## config.mk

```make
export PLATFORM = sky130hd
export DESIGN_NAME = uart_tx_drain
export DESIGN_NICKNAME = d
export VERILOG_FILES = /design/src/rtl/uart_tx_drain.sv
export SDC_FILE = /design/constraint.sdc
export NUM_CORES = 1
export LEC_CHECK = 0
export ABC_AREA = 1
export BUFFER_PORTS_ARGS = -buffer_cell sky130_fd_sc_hd__buf_2
export CAP_MARGIN = 5
export CORE_ASPECT_RATIO = 1.25
export CORE_MARGIN = 8
export CORE_UTILIZATION = 50
export CTS_BUF_LIST = sky130_fd_sc_hd__clkbuf_2
export CTS_CLUSTER_DIAMETER = 50
export DETAILED_ROUTE_END_ITERATION = 12
export HOLD_SLACK_MARGIN = 0.1
export PLACE_DENSITY = 0.77
export SETUP_SLACK_MARGIN = 0.2
export SLEW_MARGIN = 20
export SYNTH_ARGS = -nofsm -noshare
export SYNTH_HDL_FRONTEND = slang
export SYNTH_SLANG_ARGS = --single-unit
```

## constraint.sdc

```tcl
create_clock -name i_clk -period 1.7 [get_ports i_clk]
set_input_delay 0.17 -clock i_clk [delete_from_list [all_inputs] [get_ports i_clk]]
set_output_delay 0.17 -clock i_clk [all_outputs]
set_load 0.005 [all_outputs]
```

## src/rtl/uart_tx_drain.sv

```systemverilog
// uart_tx_drain: drains a registered-read byte FIFO onto an asynchronous serial
// line (start bit, DATA_BITS payload LSB first, STOP_BITS stop bits).
module uart_tx_drain #(
  parameter int CLKS_PER_BIT = 868,
  parameter int DATA_BITS    = 8,
  parameter int STOP_BITS    = 1,
  parameter int FIFO_WIDTH   = 32
) (
  input  logic                  i_clk,
  input  logic                  i_rst,
  input  logic                  i_enable,
  input  logic                  i_fifo_empty,
  output logic                  o_fifo_read_en,
  input  logic [FIFO_WIDTH-1:0] i_fifo_data,
  output logic                  o_tx,
  output logic                  o_busy,
  output logic                  o_frame_done
);

  localparam int BAUD_W   = (CLKS_PER_BIT > 1) ? $clog2(CLKS_PER_BIT) : 1;
  localparam int IDX_W    = $clog2(DATA_BITS) + 1;
  localparam int STOP_CYC = STOP_BITS * CLKS_PER_BIT;
  localparam int STOP_W   = (STOP_CYC > 1) ? $clog2(STOP_CYC) : 1;

  localparam logic [BAUD_W-1:0] BAUD_RELOAD = BAUD_W'(CLKS_PER_BIT - 1);
  localparam logic [BAUD_W-1:0] BAUD_ONE    = BAUD_W'(1);
  localparam logic [BAUD_W-1:0] BAUD_ZERO   = BAUD_W'(0);
  localparam logic [STOP_W-1:0] STOP_RELOAD = STOP_W'(STOP_CYC - 1);
  localparam logic [STOP_W-1:0] STOP_ONE    = STOP_W'(1);
  localparam logic [STOP_W-1:0] STOP_ZERO   = STOP_W'(0);
  localparam logic [IDX_W-1:0]  IDX_LAST    = IDX_W'(DATA_BITS - 1);
  localparam logic [IDX_W-1:0]  IDX_ONE     = IDX_W'(1);
  localparam logic [IDX_W-1:0]  IDX_ZERO    = IDX_W'(0);

  // ST_POP is the cycle carrying the pop strobe; FETCH latches the word a cycle later.
  typedef enum logic [2:0] {
    ST_IDLE  = 3'd0,
    ST_POP   = 3'd1,
    ST_FETCH = 3'd2,
    ST_START = 3'd3,
    ST_DATA  = 3'd4,
    ST_STOP  = 3'd5
  } state_t;

  state_t               state_r;
  logic [BAUD_W-1:0]    baud_cnt_r;
  logic [STOP_W-1:0]    stop_cnt_r;
  logic [IDX_W-1:0]     bit_idx_r;
  logic [DATA_BITS-1:0] shift_r;
  logic                 tx_r;
  logic                 busy_r;
  logic                 rd_en_r;
  logic                 done_r;

  logic                 pop_ok_s;
  logic [DATA_BITS-1:0] shift_next_s;
  logic                 fifo_unused_s;

  assign pop_ok_s      = i_enable & ~i_fifo_empty;
  assign shift_next_s  = shift_r >> 1;
  assign fifo_unused_s = ^i_fifo_data;

  assign o_tx           = tx_r;
  assign o_busy         = busy_r;
  assign o_fifo_read_en = rd_en_r;
  assign o_frame_done   = done_r;

  // Frame sequencer; every output is a register so the line never glitches.
  always_ff @(posedge i_clk or negedge i_rst) begin
    if (!i_rst) begin
      state_r    <= ST_IDLE;
      baud_cnt_r <= BAUD_ZERO;
      stop_cnt_r <= STOP_ZERO;
      bit_idx_r  <= IDX_ZERO;
      shift_r    <= {DATA_BITS{1'b0}};
      tx_r       <= 1'b1;
      busy_r     <= 1'b0;
      rd_en_r    <= 1'b0;
      done_r     <= 1'b0;
    end else begin
      rd_en_r <= 1'b0;
      done_r  <= 1'b0;
      case (state_r)
        ST_IDLE: begin
          tx_r <= 1'b1;
          if (pop_ok_s) begin
            rd_en_r <= 1'b1;
            busy_r  <= 1'b1;
            state_r <= ST_POP;
          end else begin
            busy_r  <= 1'b0;
          end
        end
        ST_POP: begin
          state_r <= ST_FETCH;
        end
        ST_FETCH: begin
          shift_r    <= i_fifo_data[DATA_BITS-1:0];
          baud_cnt_r <= BAUD_RELOAD;
          tx_r       <= 1'b0;
          state_r    <= ST_START;
        end
        ST_START: begin
          if (baud_cnt_r == BAUD_ZERO) begin
            baud_cnt_r <= BAUD_RELOAD;
            bit_idx_r  <= IDX_ZERO;
            tx_r       <= shift_r[0];
            state_r    <= ST_DATA;
          end else begin
            baud_cnt_r <= baud_cnt_r - BAUD_ONE;
          end
        end
        ST_DATA: begin
          if (baud_cnt_r == BAUD_ZERO) begin
            baud_cnt_r <= BAUD_RELOAD;
            shift_r    <= shift_next_s;
            if (bit_idx_r == IDX_LAST) begin
              tx_r       <= 1'b1;
              stop_cnt_r <= STOP_RELOAD;
              state_r    <= ST_STOP;
            end else begin
              bit_idx_r  <= bit_idx_r + IDX_ONE;
              tx_r       <= shift_next_s[0];
            end
          end else begin
            baud_cnt_r <= baud_cnt_r - BAUD_ONE;
          end
        end
        ST_STOP: begin
          tx_r <= 1'b1;
          // Pop decision is taken on the last stop cycle so the next strobe follows immediately.
          if (stop_cnt_r == STOP_ZERO) begin
            if (pop_ok_s) begin
              rd_en_r <= 1'b1;
              busy_r  <= 1'b1;
              state_r <= ST_POP;
            end else begin
              busy_r  <= 1'b0;
              state_r <= ST_IDLE;
            end
          end else begin
            stop_cnt_r <= stop_cnt_r - STOP_ONE;
            done_r     <= (stop_cnt_r == STOP_ONE);
          end
        end
        default: begin
          tx_r    <= 1'b1;
          busy_r  <= 1'b0;
          state_r <= ST_IDLE;
        end
      endcase
    end
  end

endmodule
```

==> results of run 1 <==
state kept, by name, indices dropped and copies added (netlist names):
register / count
bit_idx_r: 4
baud_cnt_r: 10
state_r: 3
stop_cnt_r: 10
shift_r: 8
o_fifo_read_en: 1
o_tx: 1
o_frame_done: 1
o_busy: 1
repair_timing:
action / CTS / global route
hold buffers: 10 / 0
pin swaps: 8 / 10
setup buffers: 8 / 14
hold endpoints to repair: 48 / 0
gates resized for setup: 18 / 30
gates cloned: 4 / 0
endpoints found under the setup margin: 32 / 35
report_power, final:
| group | internal [mW] | switching, mW | total (mW) |
|---|---|---|---|
| logic | 0.678 | 1.10 | 1.78 |
| clock network | 0.0945 | 0.314 | 0.408 |
| registers | 1.16 | 0.162 | 1.32 |
through the flow:
step	power (mW)	hold slack [ps]
floorplan	2.49	-126
global placement	2.68	129
detailed placement	2.73	130
CTS	3.32	126
global route	3.80	162
finish	3.51	165
worst max path at each step:
stage	startpoint	endpoint	slack, ps	depth (start not counted)
2_1_floorplan	baud_cnt_r[0]$_DFFE_PN0N_	state_r[0]$_DFFE_PN0P_	230	10
3_3_place_gp	baud_cnt_r[1]$_DFFE_PN0N_	bit_idx_r[1]$_DFFE_PN0P_	160	9
3_5_place_dp	baud_cnt_r[1]$_DFFE_PN0N_	bit_idx_r[2]$_DFFE_PN0P_	120	9
4_1_cts	state_r[0]$_DFFE_PN0P_	stop_cnt_r[0]$_DFFE_PN0P_	190	7
5_1_grt	baud_cnt_r[0]$_DFFE_PN0N_	stop_cnt_r[1]$_DFFE_PN0P_	140	8
6_report	baud_cnt_r[0]$_DFFE_PN0N_	stop_cnt_r[3]$_DFFE_PN0P_	190	8
logic make-up (layout without fill, tap and decap cells):
family	Yosys count	count (layout)	synth area share, %
compound gates	33	33	8.78
flops	39	39	41.8
simple gates	177	181	36.9
xor+xnor	6	6	2.25
buf+inv	38	96	8.13
fa+ha+maj	4	4	2.14
final cells by class:
| type | count | area, sq um | area share, % |
|---|---|---|---|
| inverters | 32 | 130 | 4.32 |
| multi-input cells | 224 | 1370 | 45.3 |
| well taps | 60 | 75.1 | 2.49 |
| clock buffers | 5 | 25.0 | 0.830 |
| repair buffers | 56 | 424 | 14.1 |
| clock inverters | 3 | 15.0 | 0.498 |
| flip-flops and latches | 39 | 981 | 32.5 |
cells in the final DEF (no fill, tap or decap), types with 5 or more instances in the layout:
master and n:
buf_2 15, nand3_1 28, nand2_4 13, dlygate4sd3_1 10, nand2_2 7, inv_1 25
dfrtp_1 35, o21ai_1 5, clkbuf_2 5, nor2_1 28, nand2_1 71, buf_4 29
nor2_2 5, nand3_2 5, o21ai_0 21, nor2_4 7
worst register-to-register path: cells and delay by family, from the launching register on:
kind,cells,cell delay (ps)
flops,1,440
simple gates,5,560
buf+inv,2,250
fa+ha+maj,1,160
layer usage:
layer  part of all wire [%]  wire length [um]  up-vias
met5                      0                 0        -
met4                    3.9               229        0
met1                     39              2280     1042
met3                    4.4               258       18
li1                       -                 -     1088
met2                     53              3070       60
==> results, run 1 <==
- The flow ran to the end, and the final reports show no timing, DRC or antenna violations.
- Measured in cells, the most critical reg-to-reg path has a length of 8.
- The share of synthesized flip-flops with an asynchronous set or reset is 100%.
- The effective utilization at floorplan is 50.6%.
- The Yosys warning count is 0.
- The setup check on the worst reg-to-reg path leaves a slack of 190 ps.
- The share of synthesized area occupied by flip-flops and latches is 41.8%.
- The path with the worst hold slack has its endpoint at o_fifo_read_en$_DFF_PN0_.
- In this run the remaining antenna-violating nets after routing total 0.
- The number of placement rows is 28.
- The cell with the largest stage delay on the worst path is dfrtp_1.
- At the placement stage, the worst setup path has a slack of 118 ps.
- The top cell type's share of synthesized area is 40.7%.
- Headroom to the max-slew limit came out at 72.2%.
- The total count of max-transition violations in the final report came to 0.
- The global-route layer with the greatest usage is met2.
- For this run, global-route usage on met3 was measured as 3.59%.
- The repair_antennas step left the layout with diodes totalling 0.
- The total global routing track utilization is 15.6%.
- Counting distinct cell types in the post-synthesis netlist gives 30.
- The worst hold path startpoint is i_enable.
- The maximum fanout along the worst path is 5.
- In this run, CTS created clock tree buffers numbering 5.
- The routed via count divided by cell count is 5.27.
- The startpoint-to-endpoint class of the critical path is register to register.
- After filler insertion, the fill cell instance count of the layout stands at 394.
- In the post-synthesis netlist, the cell with the most instances is nand2_1.
- CTS built an H-tree with a depth of 2.
- The largest area contributor in the netlist is dfrtp_1.
- Detailed placement ended at an HPWL of 3460 um.
- Counting every sink on the clock net gives 39.
- The initial antenna violation count was 0.
- The library cell used as clock root buffer is clkbuf_2.
- Setup violations remaining at the end of the flow were counted as 0.
- The detailed-route wire length is 5830 um.
- The data arrival time of the critical path is 1810 ps.
- The finished layout holds 419 standard cells, fillers aside.
- The final routed wire length divided by cell count is 13.9 um.
- The largest single stage delay on the critical path is 440 ps.
- Counting along the longest clock path gives a buffer depth of 2.
- The depth of the worst hold-timing path is 5.
- The first global-routing pass estimated 9100 um of wire.
- Static timing analysis puts the maximum clock frequency at 664 MHz.
- The number of synthesized flops with an enable pin is 0.
- In this run, synthesis produced a sequential element count of 39.
- Setup slack closes at 195 ps.
- Setup repair after global routing could not meet its margin everywhere.
- The number of buffers and inverters on the critical path is 2.
- The transition time at the pin with the least slew margin is 417 ps.
- The commonest cells after synthesis are 79 x nand2_1, 38 x dfrtp_1, 32 x nand3_1, 32 x nor2_1, 29 x inv_1.
- For this run, design rule violations remaining after detail routing come to 0.
- The routed design could run at a clock period as short as 1510 ps.
- After technology mapping, the gate count stands at 297.
- The net count after synthesis is 337.
- The CTS tree is yes.
- The average instance in the mapped netlist occupies 7.87 sq um.
- The critical path launch point type is a register.
- The area of the die is 0.00714 sq mm.
- The met1 track demand over resource in global routing is 16.3%.
- The final instance area is 0.00302 sq mm.
- At the worst endpoint, the required time is 2000 ps.
- In this run the standard cell core region covers 0.00462 sq mm.
- In this run the critical register-to-register path is captured at stop_cnt_r[3]$_DFFE_PN0P_.
- Summing all placed instances gives a cell area of 0.00250 sq mm.
- The count of input and output buffers is 15.
- Summing over every cut layer, the via total after detailed routing is 2208.
- The critical path endpoint category is a register.
- Clock-pin slew was measured on the worst setup and hold paths at 210 ps.
- The final setup skew is 14.8 ps.
- The insertion delay of the later-clocked pin in the worst-skew pair is 400 ps.
- For this block, the initial DRC count from the detailed router was 118.
- The final RePlAce weighted congestion is 0.836.
- The ratio of cells with drive above 1 in the final layout is 32.6%.
- The first TritonRoute pass finished after 4 iterations.
- Walking the worst path, the cells encountered are inv_2 > ha_4 > nand2_4 > nor2_4 > buf_4 > nand4_4 > nand3_1 > nand2_1.
- The worst supply voltage drop on vdd is 0.748 mV.
- Of the available clock period, the critical path in the final layout requires 88.5%.
- In this run the horizontal extent of the chip is 77.2 um.
- Pin placement for this block handled 40 I/O pins.
- The y dimension of the die is 92.5 um.
- In this design, the largest share of critical-path delay is due to simple AND/OR/NAND/NOR gates.
- The met2 usage is 28.3%.
- The final count of hold timing violations came to 0.
- Adding up every negative setup slack in the final design gives 0 ps.
- The cell leakage power is 1.59 nW.
- Entering global routing, the biggest net connects 24 pins.
- Once layout is complete, the utilization of the core stands at 65.2%.
- The combined area of all synthesized cells is 0.00234 sq mm.
- The final net count is 398.
- The area overhead of the layout relative to synthesis is 28.9%.
- The worst reg2reg path startpoint is baud_cnt_r[0]$_DFFE_PN0N_.
- For this design the ratio of total power to cell area is 1160 mW/mm^2.
- The number of cells after detailed placement is 375.
- The total overflow left after global routing is 0.
- Yosys attributes the largest share of cell area to dfrtp_1 41%, nand2_1 13%, nand3_1 6.8%, nor2_1 5.1%, o21ai_0 4.7%.
- The top flip-flop cell by instance count after synthesis is dfrtp_1.
- The tightest min-delay check is of the primary input to register type.
- The tool flagged a number of max-cap violations equal to 0.
- The via count of the first global-routing pass is 2161.
No activity file was read; power rests on OpenSTA's default activity.
==> run 2: changes to the inputs <==
--- a/config.mk
+++ b/config.mk
@@ -15,6 +15,7 @@
 export CTS_CLUSTER_DIAMETER = 50
 export DETAILED_ROUTE_END_ITERATION = 12
 export HOLD_SLACK_MARGIN = 0.1
+export MAX_ROUTING_LAYER = met4
 export PLACE_DENSITY = 0.77
 export SETUP_SLACK_MARGIN = 0.2
 export SLEW_MARGIN = 20
==> run 2 against run 1 <==
Compared with the run above: cell count did not move; sequential share of layout area did not move; critical path type unchanged; die area did not move; largest cell class unchanged; largest power group unchanged.
==> results, run 2 (synthesis gave the netlist of run 1 again) <==
- Run status: finished clean (unchanged).
- The sequential cell area in the final layout is 981 sq um (unchanged).
- The antenna cell count is 0 (unchanged).
- The core area is 0.00462 sq mm (unchanged).
- The area overhead of the layout relative to synthesis came to 28.9% (unchanged).
- Commonest non-fill, non-tap cells in the layout: 71 x nand2_1, 35 x dfrtp_1, 29 x buf_4 (unchanged).
- The die extent in x came to 77.2 um (unchanged).
- The critical path endpoint category is a register (unchanged).
- The length in cells of the worst reg-to-reg path is 7 (was 8).
- The ratio of cells with drive above 1 in the final layout is 32.6% (unchanged).
- The total number of vias is 2225 (was 2208).
- The number of setup violations in the final report is 0 (unchanged).
- The share of the cycle needed by the critical path after routing was 88.2% (was 88.5%).
- The placed instance area is 0.00250 sq mm (unchanged).
- The worst reg2reg path startpoint is baud_cnt_r[3]$_DFFE_PN0N_ (was baud_cnt_r[0]$_DFFE_PN0N_).
- The cell with the largest stage delay on the worst path is dfrtp_1 (unchanged).
- The number of top-level design ports is 40 (unchanged).
- The total count of max-transition violations in the final report is 0 (unchanged).
- The setup TNS after final layout is 0 ps (unchanged).
- The maximum fanout along the worst path is 5 (unchanged).
- The insertion delay of the later-clocked pin in the worst-skew pair is 400 ps (about the same).
- The critical path data required time is 2010 ps (was 2000 ps).
- The cell leakage power was 1.59 nW (unchanged).
- The library cell used as clock root buffer is clkbuf_2 (unchanged).
- The count of input and output buffers is 15 (unchanged).
- The initial detailed-routing violation count is 140 (was 118).
- The count of unresolved DRC violations after routing is 0 (unchanged).
- The final RePlAce weighted congestion is 0.849 (was 0.836).
- The initial antenna violation count is 0 (unchanged).
- The critical path launch point type is a register (unchanged).
- The worst reg-to-reg setup slack is 200 ps (was 190 ps).
- The power density of the placed cells is 1170 mW/mm^2 (was 1160 mW/mm^2).
- The delay contributed by the slowest stage of the critical path is 490 ps (was 440 ps).
- The post-layout minimum cycle time is 1500 ps (was 1510 ps).
- The number of placement rows came to 28 (unchanged).
- The total global routing track utilization is 16.1% (was 15.6%).
- The CTS tree is yes (unchanged).
- Cells along the critical path: nor2_1 > nand2_4 > nor2_4 > buf_4 > nand4_4 > nand3_1 > nand2_1 (was inv_2 > ha_4 > nand2_4 > nor2_4 > buf_4 > nand4_4 > nand3_1 > nand2_1).
- The count of max-cap constraint violations is 0 (unchanged).
- Largest registers: baud_cnt_r: 10 flops, stop_cnt_r: 10 flops, shift_r: 8 flops (unchanged).
- The detailed-router iteration count before antenna repair is 4 (unchanged).
- The worst slew slack as a fraction of its limit is 71.4% (was 72.2%).
- The final setup skew is 9.18 ps (was 14.8 ps).
- Unrepaired setup endpoints after global routing: true (unchanged).
- The number of CTS-inserted buffers came to 5 (unchanged).
- The most common cell after layout, fill and taps aside is nand2_1 (unchanged).
- The detailed-route wire length is 5890 um (was 5830 um).
- The worst min-delay path class is primary input to register (unchanged).
- The effective utilization at floorplan is 50.6% (unchanged).
- The buffer levels on the longest clock path is 2 (unchanged).
- The capture point of the worst path is stop_cnt_r[3]$_DFFE_PN0P_ (unchanged).
- The final net count is 398 (unchanged).
- The number of fillers in the final layout was 394 (unchanged).
- The worst supply voltage drop on vdd came to 0.745 mV (was 0.748 mV).
- The multi-input logic area is 0.00137 sq mm (unchanged).
- The y dimension of the die is 92.5 um (unchanged).
- The number of sinks on the clock net is 39 (unchanged).
- The transition time at the pin with the least slew margin is 429 ps (was 417 ps).
- The H-tree level count was 2 (unchanged).
- The routed via count divided by cell count is 5.31 (was 5.27).
- The capturing point of the worst reg2reg path is stop_cnt_r[3]$_DFFE_PN0P_ (unchanged).
- The via count of the first global-routing pass is 2146 (was 2161).
- The final instance area is 0.00302 sq mm (unchanged).
- The remaining antenna violation count after routing is 0 (unchanged).
- The area of the die is 0.00714 sq mm (unchanged).
- The data arrival time of the critical path is 1810 ps (about the same).
- The final routed wire length divided by cell count is 14.1 um (was 13.9 um).
- The clock-pin slew on the worst setup and hold paths is 210 ps (about the same).
- The first-pass GRT wire length is 9110 um (was 9100 um).
- The startpoint-to-endpoint class of the critical path was register to register (unchanged).
- The highest clock frequency the design can meet is 667 MHz (was 664 MHz).
- The timing startpoint of the critical path is baud_cnt_r[3]$_DFFE_PN0N_ (was baud_cnt_r[0]$_DFFE_PN0N_).
- The placed wire-length estimate is 3460 um (unchanged).
- The maximum number of pins on one net before global-route repair was 24 (unchanged).
- The total overflow reported by the global router is 0 (unchanged).
- The final count of hold timing violations is 0 (unchanged).
## run 2: cell type report
| type | instances | share of cell area (%) |
|---|---|---|
| tap | 60 | 2.49 |
| clock inverter | 3 | 0.498 |
| clock buffer | 5 | 0.830 |
| inverter | 32 | 4.32 |
| multi-input combinational | 224 | 45.3 |
| timing repair buffer | 56 | 14.1 |
| sequential | 39 | 32.5 |
## run 2: worst min-delay path by stage
stage,from,endpoint,slack (ps),depth (start not counted)
after floorplan,i_rst,baud_cnt_r[0]$_DFFE_PN0N_,-130,0
final,i_enable,o_fifo_read_en$_DFF_PN0_,140,5
after detailed placement,i_rst,baud_cnt_r[7]$_DFFE_PN0N_,130,1
after global placement,i_rst,baud_cnt_r[7]$_DFFE_PN0N_,130,1
after CTS,i_enable,o_fifo_read_en$_DFF_PN0_,130,5
after global routing,i_enable,o_fifo_read_en$_DFF_PN0_,160,5
## run 2: report_power, final
part / switching (mW) / leakage, nW / total, mW / internal [mW]
Combinational: 1.11 / 1.07 / 1.78 / 0.678
Clock: 0.321 / 0.0325 / 0.415 / 0.0945
Sequential: 0.163 / 0.491 / 1.33 / 1.16
## run 2: per-layer routing
metal / vias up / wire (um) / part of all wire (%) / global-route usage (%)
li1: 1090 / - / - / -
met1: 1054 / 2310 / 39 / 16.4
met2: 61 / 3050 / 52 / 28.4
met3: 20 / 276 / 4.7 / 3.49
met4: 0 / 263 / 4.5 / 8.20
met5: - / 0 / 0 / -
## run 2: repair_timing
action,4_1_cts,5_1_grt
hold endpoints to repair,48,0
pin swaps,8,10
gates resized for setup,18,30
setup buffers,8,14
gates cloned,4,0
setup endpoints to repair,32,35
hold buffers,10,0
## run 2: per-stage QoR
| step | instances | worst slack (ps) | total power, mW | utilization (%) | hold WS, ps |
|---|---|---|---|---|---|
| finish | 419 | 201 | 3.52 | 65.2 | 142 |
| global route | 419 | 140 | 3.80 | 65.2 | 162 |
| CTS | 405 | 193 | 3.32 | 60.6 | 126 |
| detailed placement | 375 | 118 | 2.73 | 54.1 | 130 |
| global placement | 375 | 159 | 2.68 | 54.1 | 129 |
| floorplan | 297 | 232 | 2.49 | - | -126 |
## run 2: critical path, delay by kind of cell (launching register included)
kind / cells / cell delay [ps]
buf+inv: 1 / 160
flops: 1 / 490
simple gates: 6 / 770
